$ cat src/rtl/scanner_receiver.sv
// Scanner link receiver: requests a frame, deserialises the synchronised serial clock/data MSB-first,
// and buffers the words in a FIFO that is drained over a valid/ready byte interface.
module scanner_receiver #(
    parameter int WORD_W      = 8,
    parameter int FRAME_WORDS = 2,
    parameter int FIFO_DEPTH  = 8,
    parameter int TIMEOUT     = 64,
    localparam int CW         = $clog2(FIFO_DEPTH) + 1
) (
    input  logic              clk_i,
    input  logic              rst_ni,
    input  logic              enable_i,
    input  logic              serialClkIn_i,
    input  logic              serialDataIn_i,
    output logic              readyForTransferOut_o,
    output logic [WORD_W-1:0] byteOut_o,
    output logic              byteValid_o,
    input  logic              byteReady_i,
    output logic              frameDone_o,
    output logic              frameError_o,
    output logic [CW-1:0]     fifoCount_o
);
    localparam int PW  = $clog2(FIFO_DEPTH);
    localparam int BW  = $clog2(WORD_W + 1);
    localparam int WCW = $clog2(FRAME_WORDS + 1);
    localparam int TW  = $clog2(TIMEOUT + 1);

    localparam logic [1:0] S_IDLE = 2'd0;
    localparam logic [1:0] S_REQ  = 2'd1;
    localparam logic [1:0] S_RECV = 2'd2;
    localparam logic [1:0] S_DONE = 2'd3;

    localparam logic [CW-1:0]  REQ_MAX   = CW'(FIFO_DEPTH - FRAME_WORDS);
    localparam logic [BW-1:0]  LAST_BIT  = BW'(WORD_W - 1);
    localparam logic [WCW-1:0] LAST_WORD = WCW'(FRAME_WORDS - 1);
    localparam logic [TW-1:0]  TO_LAST   = TW'(TIMEOUT - 1);

    logic              sclk_s1_q, sclk_s2_q, sclk_prev_q;
    logic              sdat_s1_q, sdat_s2_q;
    logic [1:0]        state_q, state_d;
    logic [WORD_W-1:0] shift_q, shift_d;
    logic [BW-1:0]     bit_cnt_q, bit_cnt_d;
    logic [WCW-1:0]    word_cnt_q, word_cnt_d;
    logic [TW-1:0]     idle_cnt_q, idle_cnt_d;
    logic              push_q, push_d;
    logic              err_q, err_d;
    logic [WORD_W-1:0] mem_q [FIFO_DEPTH];
    logic [PW-1:0]     wr_ptr_q, rd_ptr_q;
    logic [CW-1:0]     count_q;
    logic              edge_w, pop_w;

    assign edge_w = sclk_s2_q & ~sclk_prev_q;
    assign pop_w  = (count_q != '0) && byteReady_i;

    always_comb begin
        state_d    = state_q;
        shift_d    = shift_q;
        bit_cnt_d  = bit_cnt_q;
        word_cnt_d = word_cnt_q;
        idle_cnt_d = idle_cnt_q;
        push_d     = 1'b0;
        err_d      = 1'b0;
        case (state_q)
            S_IDLE: begin
                if (enable_i && (count_q <= REQ_MAX)) state_d = S_REQ;
            end
            S_REQ: begin
                if (edge_w) begin
                    shift_d    = {shift_q[WORD_W-2:0], sdat_s2_q};
                    bit_cnt_d  = BW'(1);
                    idle_cnt_d = '0;
                    state_d    = S_RECV;
                end else if (!enable_i) begin
                    state_d = S_IDLE;
                end
            end
            S_RECV: begin
                if (edge_w) begin
                    shift_d    = {shift_q[WORD_W-2:0], sdat_s2_q};
                    idle_cnt_d = '0;
                    if (bit_cnt_q == LAST_BIT) begin
                        bit_cnt_d = '0;
                        push_d    = 1'b1;
                    end else begin
                        bit_cnt_d = bit_cnt_q + BW'(1);
                    end
                end else if (idle_cnt_q == TO_LAST && !push_q) begin
                    // Abort: the partial word is dropped, completed words stay queued.
                    err_d      = 1'b1;
                    shift_d    = '0;
                    bit_cnt_d  = '0;
                    word_cnt_d = '0;
                    idle_cnt_d = '0;
                    state_d    = S_IDLE;
                end else begin
                    idle_cnt_d = idle_cnt_q + TW'(1);
                end
                if (push_q) begin
                    if (word_cnt_q == LAST_WORD) begin
                        word_cnt_d = '0;
                        idle_cnt_d = '0;
                        state_d    = S_DONE;
                    end else begin
                        word_cnt_d = word_cnt_q + WCW'(1);
                    end
                end
            end
            default: state_d = S_IDLE;
        endcase
    end

    always_ff @(posedge clk_i or negedge rst_ni) begin
        if (!rst_ni) begin
            sclk_s1_q   <= 1'b0;
            sclk_s2_q   <= 1'b0;
            sclk_prev_q <= 1'b0;
            sdat_s1_q   <= 1'b0;
            sdat_s2_q   <= 1'b0;
            state_q     <= S_IDLE;
            shift_q     <= '0;
            bit_cnt_q   <= '0;
            word_cnt_q  <= '0;
            idle_cnt_q  <= '0;
            push_q      <= 1'b0;
            err_q       <= 1'b0;
        end else begin
            sclk_s1_q   <= serialClkIn_i;
            sclk_s2_q   <= sclk_s1_q;
            sclk_prev_q <= sclk_s2_q;
            sdat_s1_q   <= serialDataIn_i;
            sdat_s2_q   <= sdat_s1_q;
            state_q     <= state_d;
            shift_q     <= shift_d;
            bit_cnt_q   <= bit_cnt_d;
            word_cnt_q  <= word_cnt_d;
            idle_cnt_q  <= idle_cnt_d;
            push_q      <= push_d;
            err_q       <= err_d;
        end
    end

    // The completed word sits in shift_q for the cycle after its last bit; no edge can land there.
    always_ff @(posedge clk_i or negedge rst_ni) begin
        if (!rst_ni) begin
            for (int i = 0; i < FIFO_DEPTH; i++) mem_q[i] <= '0;
            wr_ptr_q <= '0;
            rd_ptr_q <= '0;
            count_q  <= '0;
        end else begin
            if (push_q) begin
                mem_q[wr_ptr_q] <= shift_q;
                wr_ptr_q        <= wr_ptr_q + PW'(1);
            end
            if (pop_w) rd_ptr_q <= rd_ptr_q + PW'(1);
            count_q <= count_q + {{(CW-1){1'b0}}, push_q} - {{(CW-1){1'b0}}, pop_w};
        end
    end

    assign readyForTransferOut_o = (state_q == S_REQ) || (state_q == S_RECV);
    assign frameDone_o           = (state_q == S_DONE);
    assign frameError_o          = err_q;
    assign byteOut_o             = mem_q[rd_ptr_q];
    assign byteValid_o           = (count_q != '0);
    assign fifoCount_o           = count_q;
endmodule

$ cat config.mk
export PLATFORM = sky130hd
export DESIGN_NAME = scanner_receiver
export DESIGN_NICKNAME = d
export VERILOG_FILES = /design/src/rtl/scanner_receiver.sv
export SDC_FILE = /design/constraint.sdc
export NUM_CORES = 1
export LEC_CHECK = 0
export CELL_PAD_IN_SITES_DETAIL_PLACEMENT = 0
export CELL_PAD_IN_SITES_GLOBAL_PLACEMENT = 2
export CORE_MARGIN = 2
export CORE_UTILIZATION = 41
export CTS_CLUSTER_DIAMETER = 30
export DETAILED_ROUTE_END_ITERATION = 8
export GPL_TIMING_DRIVEN = 1
export PLACE_DENSITY_LB_ADDON = 0.1
export SLEW_MARGIN = 15
export SYNTH_ARGS = -nofsm -noshare
export SYNTH_HDL_FRONTEND = slang
export SYNTH_SLANG_ARGS = --single-unit
export TNS_END_PERCENT = 1
$ cat constraint.sdc
create_clock -name clk_i -period 3.6 [get_ports clk_i]
set_clock_uncertainty 0.2 [all_clocks]
set_input_delay 1.08 -clock clk_i [delete_from_list [all_inputs] [get_ports clk_i]]
set_output_delay 1.08 -clock clk_i [all_outputs]
set_load 0.005 [all_outputs]
==> qor.yml, run 1 <==
outcome: "completed"
peakVddDrop_uv: 485
vias: 2928
rsz0062_at_grt: "false"
worstPathRequired_ps: 2320
fmax_ghz: 0.289
final.fill_count: 1121
areaGrowthSynthToFinish_pct: 13.7
dieArea_sq_um: 13000
synthFlopType: "dfrtp_1"
hold_start: "sclk_s1_q"
drt_iter0_drc: 69
cts_buffers: 9
place_area_sq_um: 5330
synth_seq_cells: 104
hpwl_mm: 6.40
powerDensity_nw_per_um2: 597
overflow: 0
die_h_um: 114
seq_area_frac_synth: 0.523
synth_edf_count: 0
syn_area_sq_um: 4970
stdcell_count: 529
postCtsSetupBuffers: 0
dp.cells: 513
crit_chain: "buf_4 > mux4_2 > mux2_2 > clkdlybuf4s50_1"
final_period_minus_worst_setup_slack_ps: 3460
crit_buf_inv: 2
finalHoldViolCount: 0
ys_types: 59
wirelength_mm: 9.79
setup_ws_ps: 137
p_leak_nw: 2.68
drive_gt1_frac: 0.327
r2r_slack_ps: 1010
ant_nets: 0
cts_tree: "built"
grtUsageTotal: 0.166
tns_ps: 0
route.detailed.drc: 0
slew_headroom: 0.494
grt_pass1_wl_mm: 16.2
core_sq_um: 11900
hold_depth: 0
stdcell_area_sq_um: 5660
register_area_sq_um: 2600
initial_core_util: 0.418
seqPwrFrac: 0.442
num_antenna_cells: 0
routabilityCongestion: 0.701
synthesis.nets: 382
rows: 40
cp_top_family: "multiplexers"
p_int_mw: 2.34
post-place-ws_ps: 488
io_pins: 22
min_to: "sclk_s2_q"
cts-root-buf: "clkbuf_16"
ys_async_sr_fraction: 1.00
ff2ff_path_depth: 9
pwr-share-clk: 0.316
finalSetupViolCount: 0
p_comb_frac: 0.241
synth.avg_cell_area_sq_um: 13.8
grt_pass1_vias: 3091
multi_input_area_sq_um: 2200
worstPathMaxFanout: 10
cpMaxStageDelayCell: "mux4_2"
worstPathArrival_ps: 2180
die_w_um: 114
r2r-start: "fifoCount_o[2]"
clk_latency_ps: 350
cts_buffer_depth: 2
post_cts_resized: 0
drv_cap: 0
clock_sinks: 104
worstMarginPinSlew_ps: 757
viasPerCell: 5.53
r2r-end: "fifoCount_o[2]"
switching_share: 0.307
final_max_slew_viol_count: 0
wl_per_cell_um: 18.5
clkTransAtPathRegs_ps: 60
syn_inst: 361
power.total_mw: 3.38
switchingPower_mw: 1.04
hp-class: "reg2reg"
nets: 398
cts_max_level: 3
min_period_over_period: 0.962
yosysWarnings: 0
crit_path_start_kind: "flop"
port_buffers: 21
antenna_found_initial: 0
cts_hold_buffers: 0
cp_slowest_stage_delay_ps: 540
crit_path_end_kind: "output port"
setup.worst_path.class: "reg2out"
firstDrtPassIters: 4
grt_max_degree: 49
[how the worst max path moves through the flow]
| stage | startpoint | to | slack (ps) | cells past startpoint |
|---|---|---|---|---|
| final | rd_ptr_q[0] | byteOut_o[7] | 140 | 4 |
| after global routing | rd_ptr_q[0] | byteOut_o[6] | 40 | 4 |
| after CTS | rd_ptr_q[0] | byteOut_o[1] | 100 | 4 |
| after detailed placement | rd_ptr_q[0] | byteOut_o[1] | 490 | 4 |
| after global placement | rd_ptr_q[0] | byteOut_o[6] | 510 | 4 |
| after floorplan | rd_ptr_q[0] | byteOut_o[0] | 860 | 4 |
[final cells by class]
cell class              count  share of cell area
clock buffers              11              0.0447
well taps                 147              0.0325
multi-input cells         221               0.390
flip-flops and latches    104               0.460
repair buffers             28              0.0504
clock inverters             5              0.0139
inverters                  13             0.00863
[kinds of logic (layout without fill, tap and decap cells)]
kind of cell    count (synthesis)  after routing  synth area share
buf+inv                        36             57            0.0337
flops                         104            104             0.523
xor+xnor                        6              6            0.0106
mux                            90             90             0.240
compound gates                 49             49            0.0724
simple gates                   61             61            0.0810
fa+ha+maj                      15             15            0.0392
[cells in the mapped netlist, types with 3 or more instances]
library cell,n,share of area
a21o_1,3,0.0045
a21oi_1,5,0.0050
a22o_1,8,0.014
a31oi_1,5,0.0063
and3_1,4,0.0050
buf_1,8,0.0060
buf_2,8,0.0080
clkbuf_1,3,0.0023
dfrtp_1,104,0.52
ha_1,14,0.035
inv_1,13,0.0098
mux2_2,73,0.17
mux4_2,16,0.072
nand2_1,12,0.0091
nand3_1,4,0.0040
nand3b_1,4,0.0060
nand4b_1,3,0.0053
nor2_1,7,0.0053
nor3_1,3,0.0030
o21ai_0,7,0.0070
o31ai_1,3,0.0045
or3_1,3,0.0038
xor2_1,4,0.0070
[state kept, by name, summed over array words and instances, names as in the netlist, 2 cells and up]
| name | count |
|---|---|
| wr_ptr_q | 3 |
| bit_cnt_q | 4 |
| shift_q | 8 |
| rd_ptr_q | 3 |
| idle_cnt_q | 7 |
| word_cnt_q | 2 |
| mem_q | 64 |
| state_q | 2 |
| fifoCount_o | 4 |
[per-layer routing]
layer | vias up | track usage | wire (um)
met4 | 0 | 0.0610 | 204
met3 | 18 | 0.0450 | 262
met2 | 34 | 0.273 | 4740
met1 | 1506 | 0.213 | 4590
li1 | 1370 | - | -
met5 | - | 0 | 0
[placed cells by master (no fill, tap or decap), types with 4 or more instances in the layout]
master and instances:
a21oi_1 5, a22o_1 8, a31oi_1 5, and3_1 4
buf_4 6, clkbuf_16 9, clkdlybuf4s50_1 20, dfrtp_1 104
ha_1 14, inv_1 13, mux2_2 73, mux4_2 16
nand2_1 12, nand3_1 4, nand3b_1 4, nor2_1 7
o21ai_0 7, xor2_1 4
[power groups by stage]
stage	Sequential (mW)	Clock [mW]	Combinational, mW
floorplan	1.37	0	0.675
global placement	1.52	0	0.826
detailed placement	1.52	0	0.832
CTS	1.50	1.12	0.838
global route	1.53	1.15	0.918
finish	1.49	1.07	0.815
[through the flow]
stage	util	hold WS [ps]
floorplan	-	131
global placement	0.447	133
detailed placement	0.447	146
CTS	0.475	159
global route	0.475	163
finish	0.475	155
Note: power is estimated with default switching activity, not from simulation.
==> inputs of run 2 (changes only) <==
PLACE_DENSITY = 0.83   (was not set)
PLACE_DENSITY_LB_ADDON = not set   (was 0.1)
==> qor.yml, run 2 (synthesis gave the netlist of run 1 again) <==
finalSetupViolCount: 0  # unchanged
drive_gt1_frac: 0.322  # -0.00533
tns_ps: 0  # unchanged
outcome: "completed"
initial_core_util: 0.418  # unchanged
ant_nets: 0  # unchanged
min_period_over_period: 0.973  # +0.0112
top_register: "mem_q"
port_buffers: 21  # unchanged
viasPerCell: 5.48  # -0.94%
drv_cap: 0  # unchanged
r2r_slack_ps: 970  # -40 ps
cts-root-buf: "clkbuf_16"
startpoint: "rd_ptr_q[0]"
mostFrequentLayoutCells: "dfrtp_1 (103), mux2_2 (73), clkdlybuf4s50_1 (20), mux4_2 (16), ha_1 (14)"
core_sq_um: 11900  # unchanged
power.total_mw: 3.36  # -0.41%
fmax_ghz: 0.285  # -1.1%
ff2ff_path_depth: 9  # unchanged
route.detailed.drc: 0  # unchanged
cts_hold_buffers: 0  # unchanged
r2r-end: "fifoCount_o[2]"
firstDrtPassIters: 4  # unchanged
cts_buffers: 9  # unchanged
crit_path_end_kind: "output port"
p_int_mw: 2.33  # -0.44%
grt_pass1_vias: 2846  # -7.9%
wl_per_cell_um: 17.7  # -4.5%
dieArea_sq_um: 13000  # unchanged
pwr-share-clk: 0.318  # +0.002
die_w_um: 114  # unchanged
io_pins: 22  # unchanged
slew_headroom: 0.388  # -0.106
clk_latency_ps: 350  # about the same
postCtsSetupBuffers: 0  # unchanged
setup.worst_path.class: "reg2out"
drt_iter0_drc: 103  # +49%
rows: 40  # unchanged
clkTransAtPathRegs_ps: 70  # about the same
areaGrowthSynthToFinish_pct: 13.3
p_comb_frac: 0.240  # about the same
vias: 2884  # -1.5%
top_regs: "mem_q x64, shift_q x8, idle_cnt_q x7"
die_h_um: 114  # unchanged
finalHoldViolCount: 0  # unchanged
crit_path_start_kind: "flop"
layout_commonest_cell: "dfrtp_1"
cts_tree: "built"
final_util: 0.473  # -0.00179
grt_max_degree: 77  # +57%
worstPathRequired_ps: 2320  # about the same
r2r-start: "fifoCount_o[2]"
num_antenna_cells: 0  # unchanged
p_leak_nw: 2.66  # -0.76%
switching_share: 0.307  # about the same
grtUsageTotal: 0.154  # -0.0120
routabilityCongestion: 0.781  # +11%
switchingPower_mw: 1.03  # -0.33%
rsz0062_at_grt: "false"
nets: 395  # -0.75%
largest_register_ffs: 64  # unchanged
clock_sinks: 104  # unchanged
worstPathArrival_ps: 2220  # +40 ps
final_max_slew_viol_count: 0  # unchanged
worstPathMaxFanout: 15  # +5
final_period_minus_worst_setup_slack_ps: 3500  # +40.2 ps
endpoint: "byteOut_o[7]"
hpwl_mm: 6.07  # -5.2%
antenna_found_initial: 0  # unchanged
worstMarginPinSlew_ps: 913  # +156 ps
powerDensity_nw_per_um2: 597  # about the same
grt_pass1_wl_mm: 15.4  # -4.8%
overflow: 0  # unchanged
hp-class: "reg2reg"
cts_max_level: 3  # unchanged
wirelength_mm: 9.30  # -5.0%
cts_buffer_depth: 2  # unchanged
seqPwrFrac: 0.442  # about the same
peakVddDrop_uv: 374  # -23%
[run 2: cell count changes in the layout (fill, tap and decap cells not counted)]
| cell | before | now |
|---|---|---|
| buf_4 | 6 | 3 |
| clkinv_2 | 2 | 0 |
| clkbuf_1 | 0 | 1 |
| clkbuf_8 | 2 | 1 |
| clkinv_4 | 1 | 2 |
| dfrtp_1 | 104 | 103 |
| dfrtp_2 | 0 | 1 |
| inv_8 | 0 | 1 |
[run 2: routing by layer]
metal | track usage | share of wire | wire length [um] | up-vias
li1 | - | - | - | 1360
met1 | 0.211 | 0.49 | 4510 | 1467
met2 | 0.245 | 0.47 | 4400 | 46
met3 | 0.0476 | 0.032 | 296 | 11
met4 | 0.0333 | 0.0097 | 90 | 0
met5 | 0 | 0 | 0 | -
[run 2: worst min path at each step]
stage          startpoint   endpoint  slack, ps  depth (start not counted)
2_1_floorplan   sclk_s1_q  sclk_s2_q        130                          0
3_3_place_gp    sclk_s1_q  sclk_s2_q        130                          0
3_5_place_dp    sclk_s1_q  sclk_s2_q        140                          0
4_1_cts         sclk_s1_q  sclk_s2_q        160                          0
5_1_grt         sdat_s1_q  sdat_s2_q        170                          0
6_report        sclk_s1_q  sclk_s2_q        150                          0
[run 2: what timing repair did]
| item | 4_1_cts | 5_1_grt |
|---|---|---|
| hold endpoints to repair | 0 | 0 |
| gates resized for setup | 1 | 0 |
| endpoints found under the setup margin | 1 | 0 |
[run 2: power by group through the flow]
stage          sequential, mW  combinational (mW)  clock [mW]
2_1_floorplan            1.37               0.675           0
3_3_place_gp             1.50               0.803           0
3_5_place_dp             1.51               0.819           0
4_1_cts                  1.49               0.821        1.10
5_1_grt                  1.52               0.904        1.16
6_report                 1.49               0.808        1.07
[run 2: final cells by class]
| type | count | area [sq um] |
|---|---|---|
| fill | 1057 | 6280 |
| sequential | 104 | 2600 |
| multi-input combinational | 221 | 2200 |
| timing repair buffer | 25 | 263 |
| clock buffer | 11 | 243 |
| tap | 147 | 184 |
| clock inverter | 5 | 88.8 |
| inverter | 13 | 48.8 |
[run 2: stage by stage]
stage                     std cells  hold WS (ps)  setup WS [ps]  area (sq um)
after detailed placement        510           141            389          5300
after floorplan                 361           131            861          4970
after global placement          510           135            429          5300
after global routing            526           172           8.20          5640
final                           526           151           96.4          5640
after CTS                       526           156           67.9          5640
[run 2: critical path: stages (launching register included)]
cell	delay (ps)
dfrtp_2	440
buf_12	200
mux4_2	520
mux2_2	270
clkdlybuf4s50_1	440
